--- config.mk ---
export PLATFORM = sky130hd
export DESIGN_NAME = half_adder_rca4
export DESIGN_NICKNAME = d
export VERILOG_FILES = /design/src/rtl/half_adder_rca4.sv
export SDC_FILE = /design/constraint.sdc
export NUM_CORES = 1
export LEC_CHECK = 0
export CAP_MARGIN = 20
export CORE_UTILIZATION = 35
export DETAILED_ROUTE_END_ITERATION = 6
export PLACE_DENSITY_LB_ADDON = 0.08
export SLEW_MARGIN = 40
export SYNTH_ARGS = -nofsm -noshare
export SYNTH_HDL_FRONTEND = slang
export SYNTH_SLANG_ARGS = --single-unit
--- constraint.sdc ---
create_clock -name clk -period 0.8 [get_ports clk]
set_input_delay 0.08 -clock clk [delete_from_list [all_inputs] [get_ports clk]]
set_output_delay 0.08 -clock clk [all_outputs]
set_load 0.02 [all_outputs]
--- src/rtl/half_adder_rca4.sv ---
// Registered carry-increment adder: group 0 ripples from Cin, each higher group
// adds with carry-in 0 and then absorbs the incoming carry through a half-adder chain.
module half_adder_rca4 #(
    parameter int WIDTH = 8,
    parameter int GROUP = 4
) (
    input  logic             clk,
    input  logic             rst,
    input  logic             in_valid,
    input  logic [WIDTH-1:0] A,
    input  logic [WIDTH-1:0] B,
    input  logic             Cin,
    output logic [WIDTH-1:0] S,
    output logic             Cout,
    output logic             out_valid
);

    localparam int NGROUPS = WIDTH / GROUP;

    logic [NGROUPS:0]  group_carry;
    logic [WIDTH-1:0]  sum_comb;

    assign group_carry[0] = Cin;

    genvar g, b;
    generate
        for (g = 0; g < NGROUPS; g++) begin : grp
            logic [GROUP:0] rc;

            if (g == 0) begin : g_first
                assign rc[0] = group_carry[0];
                for (b = 0; b < GROUP; b++) begin : fa
                    assign sum_comb[b] = A[b] ^ B[b] ^ rc[b];
                    assign rc[b+1]     = (A[b] & B[b]) | (A[b] & rc[b]) | (B[b] & rc[b]);
                end
                assign group_carry[1] = rc[GROUP];
            end else begin : g_incr
                logic [GROUP-1:0] p;
                logic [GROUP:0]   hc;

                assign rc[0] = 1'b0;
                for (b = 0; b < GROUP; b++) begin : fa
                    assign p[b]    = A[g*GROUP+b] ^ B[g*GROUP+b] ^ rc[b];
                    assign rc[b+1] = (A[g*GROUP+b] & B[g*GROUP+b])
                                   | (A[g*GROUP+b] & rc[b])
                                   | (B[g*GROUP+b] & rc[b]);
                end

                // Incoming carry ripples through the partial sum as an increment.
                assign hc[0] = group_carry[g];
                for (b = 0; b < GROUP; b++) begin : ha
                    assign sum_comb[g*GROUP+b] = hc[b] ^ p[b];
                    assign hc[b+1]             = hc[b] & p[b];
                end

                // The increment and the local add can never both carry out.
                assign group_carry[g+1] = hc[GROUP] | rc[GROUP];
            end
        end
    endgenerate

    always_ff @(posedge clk or posedge rst) begin
        if (rst) begin
            S         <= '0;
            Cout      <= 1'b0;
            out_valid <= 1'b0;
        end else begin
            out_valid <= in_valid;
            if (in_valid) begin
                S    <= sum_comb;
                Cout <= group_carry[NGROUPS];
            end
        end
    end

endmodule

**Word level (Yosys, flattened, before mapping)**

Index checks and enable logic that the tools add are counted.

- Input bits: 20
- Word-level logic and storage cells: 63
- Register bits after elaboration: 10
- Output and inout port bits: 10

- Bitwise logic cells: 60

Operator list:

| operator | number |
|---|---|
| AND 1 bit | 26 |
| bitwise XOR 1 bit | 19 |
| OR 1 bit | 15 |

**Logic depth before layout (Yosys ltp)**

Gate-level depths: netlist of the first run.

- Word-level depth: 17
- Depth in mapped cells: 12
- Mapped depth without buffers: 12

**Worst setup path before layout of the first run**

OpenSTA, ideal clock, no wires.

- Kind: in2reg
- Start point: input A[0]
- End point: register S[7]
- Stages on the path: 11
- Setup time: 0.125 ns
- Slack: -1.874 ns
- Required time: 0.675 ns
- Path buffers: 0
- Data arrival time: 2.549 ns
- Cell sequence: inv_1 fa_1 inv_1 fa_1 fa_1 fa_1 ha_1 ha_1 ha_1 ha_1 mux2_4

- Word-level cells in the longest chain between the ends: 16
- Elaborated cells on any way between the ends: 20
- Those cells by class: 20 x bitwise

Ends and longest elaborated chain:

| what | line | text |
|---|---|---|
| from (decl) | 10 | `input logic [WIDTH-1:0] A,` |
| AND 1 bit | 34 | `assign rc[b+1] = (A[b] & B[b]) \| (A[b] & rc[b]) \| (B[b] & rc[b]);` |
| OR 1 bit (*) (2 in a row) | 34 |  |
| AND 1 bit | 34 |  |
| OR 1 bit | 34 |  |
| OR 1 bit (*) | 34 |  |
| AND 1 bit | 34 |  |
| OR 1 bit | 34 |  |
| OR 1 bit (*) | 34 |  |
| AND 1 bit | 34 |  |
| OR 1 bit | 34 |  |
| OR 1 bit (*) | 34 |  |
| AND 1 bit (*) (3 in a row) | 53 | `assign hc[b+1] = hc[b] & p[b];` |
| bitwise XOR 1 bit (*) | 52 | `assign sum_comb[g*GROUP+b] = hc[b] ^ p[b];` |
| named net sum_comb[7] | 21 | `logic [WIDTH-1:0] sum_comb;` |
| to (signal assigned) | 70 | `S <= sum_comb;` |
| to (decl) | 13 | `output logic [WIDTH-1:0] S,` |

The timed path passes the listed nets; every way through them passes the cells marked *.
A chain may end at the register's enable or synchronous reset.

**Worst setup path after layout of the first run**

Same ends and word-level chain as after synthesis.

==> out/metrics.cfg, run 1 <==
[yosys]
post_synth_main_area_contributors = sky130_fd_sc_hd__dfrtp_1 40%, sky130_fd_sc_hd__fa_1 22%, sky130_fd_sc_hd__mux2_4 14%
yosysWarningCount = 0
netlist_area_um2 = 624.3
dominantRegCellSynth = sky130_fd_sc_hd__dfrtp_1
postSynthCellCount = 45
mappedNetlistNets = 77
yosys.area.top_type = sky130_fd_sc_hd__dfrtp_1
synth_seq_area_share_pct = 40.08
avgSynthCellArea_um2 = 13.87
postSynthRegisterBits = 10
synth_enable_flop_cells = 0
yosys.area.top_type_share_pct = 40.08
ys_async_sr_fraction_pct = 100.0
post_synth_cell_types = 9
synthTopCellsByCount = 10 x sky130_fd_sc_hd__dfrtp_1, 10 x sky130_fd_sc_hd__inv_1, 7 x sky130_fd_sc_hd__fa_1, 6 x sky130_fd_sc_hd__mux2_4, 5 x sky130_fd_sc_hd__ha_1

[drt]
number_of_nets_still_failing_antenna_checks_after_routing = 0
drc = 0
detail_route.wirelength_um = 1116
num_vias = 436
drt_iter0_markers = 2
wl_per_cell_um = 11.27
avgViaCountPerCell = 4.404
detail_route.first_pass.iterations = 5

[timing]
hold-worst-slack_ps = 89.98
final_setup_violation_count = 18
layout_min_cycle_time_ps = 2272
worst_slack_setup_final_ps = -1472
worst_clock_skew_ps = 0
fin_tns_setup_ps = -8774
timing_worst_slew_pin_value_ps = 140.0
maxSlewViolCount = 0
highest_clock_rate_mhz = 440.2
max-slew-margin-rel_pct = 90.67
finalHoldViolCount = 0
grt_setup_unrepaired = true
fin_crit_sh_pct = 284.0

[setup_path]
crit_path_start = A[0]
crit_slowest_cell = sky130_fd_sc_hd__fa_2
rr_endpoint = S[1]$_DFFE_PP0P_
endpoint = S[7]$_DFFE_PP0P_
crit_chain = buf_8 -> inv_12 -> fa_2 -> inv_2 -> fa_2 -> fa_2 -> fa_2 -> ha_4 -> ha_4 -> ha_4 -> ha_4 -> mux2_4
max_stage_delay_ps = 370
worstSetupStartpointType = input pin
critical_path.max_fanout = 1
worstPathRequired_ps = 950
setup.worst_path.class = input pin to flip-flop
setup.reg_to_reg.worst_slack_ps = -80
critical_path.endpoint_type = flip-flop
worst-endpoint-arrival_ps = 2430
cp_top_family = adder cells
worst_r2r_startpoint = S[1]$_DFFE_PP0P_
critPathBufInv = 3
depth_of_the_most_critical_reg_to_reg_path = 2
critical_path_depth = 12

[pwr]
worst_ir_drop_on_vdd_mv = 1.365
power_density_nw_per_um2 = 1902
total_leakage_power_nw = 0.5212

[clock_network]
cts-hold-fix-buffers = 0
cts_inserted_buffers = 3
clock_path_buffers = 2
cts.clk_slew.worst_paths_ps = 70
clock_latency_ps = 260
clockRootBuffer = sky130_fd_sc_hd__clkbuf_4
post_cts_buffers = 0
tritoncts = done
clkSinkCount = 10
cts_max_level = 1

[floorplan]
die_h_um = 44.24
num_rows = 14
die_area_um2 = 1957
placeable_area_um2 = 1577
initial_utilization_pct = 39.60
io_pins = 30
die_width_um = 44.24

[outcome]
violations = setup timing
status = finished, violations left

[placement]
dp.final_hpwl_um = 934.7
place_worst_setup_slack_ps = -2339
gp_congestion = 0.6625
port-buffer-count = 29
post-place-cells = 95

[hold_path]
min-delay-path-class = input pin to async pin

[cells_and_area]
syn2layout_area_growth_pct = 79.56
layout-drive-gt1-share_pct = 51.81
non_filler_instance_count_after_layout = 99
n_antenna_cell = 0
fin_nets = 116

[grt]
tot_gr_track_use_pct = 13.48
number_of_global_route_vias_before_repair = 487
grt_first_pass_wirelength_um = 1925
antenna_found_initial = 0
globalRoute.totalOverflow = 0
grt_start_max_net_pins = 13

[job]
drv_cap = 0

## metal layers
metal | track usage, % | wire, µm | share of wire [%]
met1 | 17.37 | 499 | 45
met2 | 22.35 | 526 | 47
met3 | 4.898 | 90 | 8.1
met4 | 1.818 | 0 | 0
met5 | 0 | 0 | 0
## worst min-delay path by stage
stage,from,to,depth (start not counted)
5_1_grt,rst,Cout$_DFFE_PP0P_,3
4_1_cts,rst,Cout$_DFFE_PP0P_,3
3_5_place_dp,rst,Cout$_DFFE_PP0P_,3
2_1_floorplan,rst,Cout$_DFFE_PP0P_,1
6_report,rst,Cout$_DFFE_PP0P_,3
3_3_place_gp,rst,Cout$_DFFE_PP0P_,3
## state kept, by name (all words and copies together), names as in the netlist
register / flops
Cout: 1
S: 8
out_valid: 1
## through the flow
stage	power [W]	utilization [%]	cell area [µm²]
6_report	0.002133	71.11	1121
5_1_grt	0.002270	71.11	1121
4_1_cts	0.002168	70.95	1119
3_5_place_dp	0.001645	67.38	1062
3_3_place_gp	0.001639	67.38	1062
2_1_floorplan	0.001163	-	705.7
## what timing repair did
| action | in CTS | in global routing |
|---|---|---|
| setup endpoints to repair | 19 | 18 |
| gates resized for setup | 82 | 1 |
| pin swaps | 8 | 2 |
## layout by cell type, fill, tap and decap left out, types with 3 or more instances in the layout
master	count
sky130_fd_sc_hd__clkdlybuf4s50_1	14
sky130_fd_sc_hd__buf_6	12
sky130_fd_sc_hd__dfrtp_1	10
sky130_fd_sc_hd__mux2_4	7
sky130_fd_sc_hd__inv_1	6
sky130_fd_sc_hd__buf_4	5
sky130_fd_sc_hd__fa_2	4
sky130_fd_sc_hd__ha_4	4
sky130_fd_sc_hd__fa_1	3
sky130_fd_sc_hd__clkbuf_4	3
## cell families (layout without fill, tap and decap cells)
| family | Yosys count | count (layout) | synth area share (%) |
|---|---|---|---|
| AO/OA/AOI/OAI | 2 | 2 | 1.603 |
| multiplexers | 7 | 7 | 16.23 |
| buffers and inverters | 11 | 49 | 7.816 |
| AND/OR/NAND/NOR | 3 | 3 | 1.803 |
| flip-flops | 10 | 10 | 40.08 |
| adder cells (fa/ha/maj) | 12 | 12 | 32.46 |
## tightest hold or removal path, stage by stage
cell                              delay [ps]
sky130_fd_sc_hd__clkdlybuf4s50_1         400
sky130_fd_sc_hd__inv_1                    50
sky130_fd_sc_hd__buf_4                   180
## layout make-up
| cell class | instances | area, µm² |
|---|---|---|
| Inverter | 10 | 57.56 |
| Multi-Input combinational cell | 24 | 391.6 |
| Timing Repair Buffer | 35 | 365.4 |
| Clock buffer | 4 | 36.28 |
| Sequential cell | 10 | 250.2 |
| Tap cell | 16 | 20.02 |
| Fill cell | 110 | 455.4 |
## report_power, final
group | switching, W | internal, W | leakage, nW | total [W]
Clock | 0.000187 | 0.000276 | 0.0210 | 0.000463
Sequential | 0.0000802 | 0.000618 | 0.116 | 0.000698
Combinational | 0.000373 | 0.000598 | 0.384 | 0.000972
Note: power is estimated with default switching activity, not from simulation.
==> inputs of run 2 (changes only) <==
--- a/config.mk
+++ b/config.mk
@@ -7,6 +7,7 @@
 export LEC_CHECK = 0
 export CAP_MARGIN = 20
 export CORE_UTILIZATION = 35
+export CTS_CLUSTER_DIAMETER = 30
 export DETAILED_ROUTE_END_ITERATION = 6
 export PLACE_DENSITY_LB_ADDON = 0.08
 export SLEW_MARGIN = 40
==> results of run 2 <==
Same layout as run 1: the final DEF is identical, and so are final timing and power.
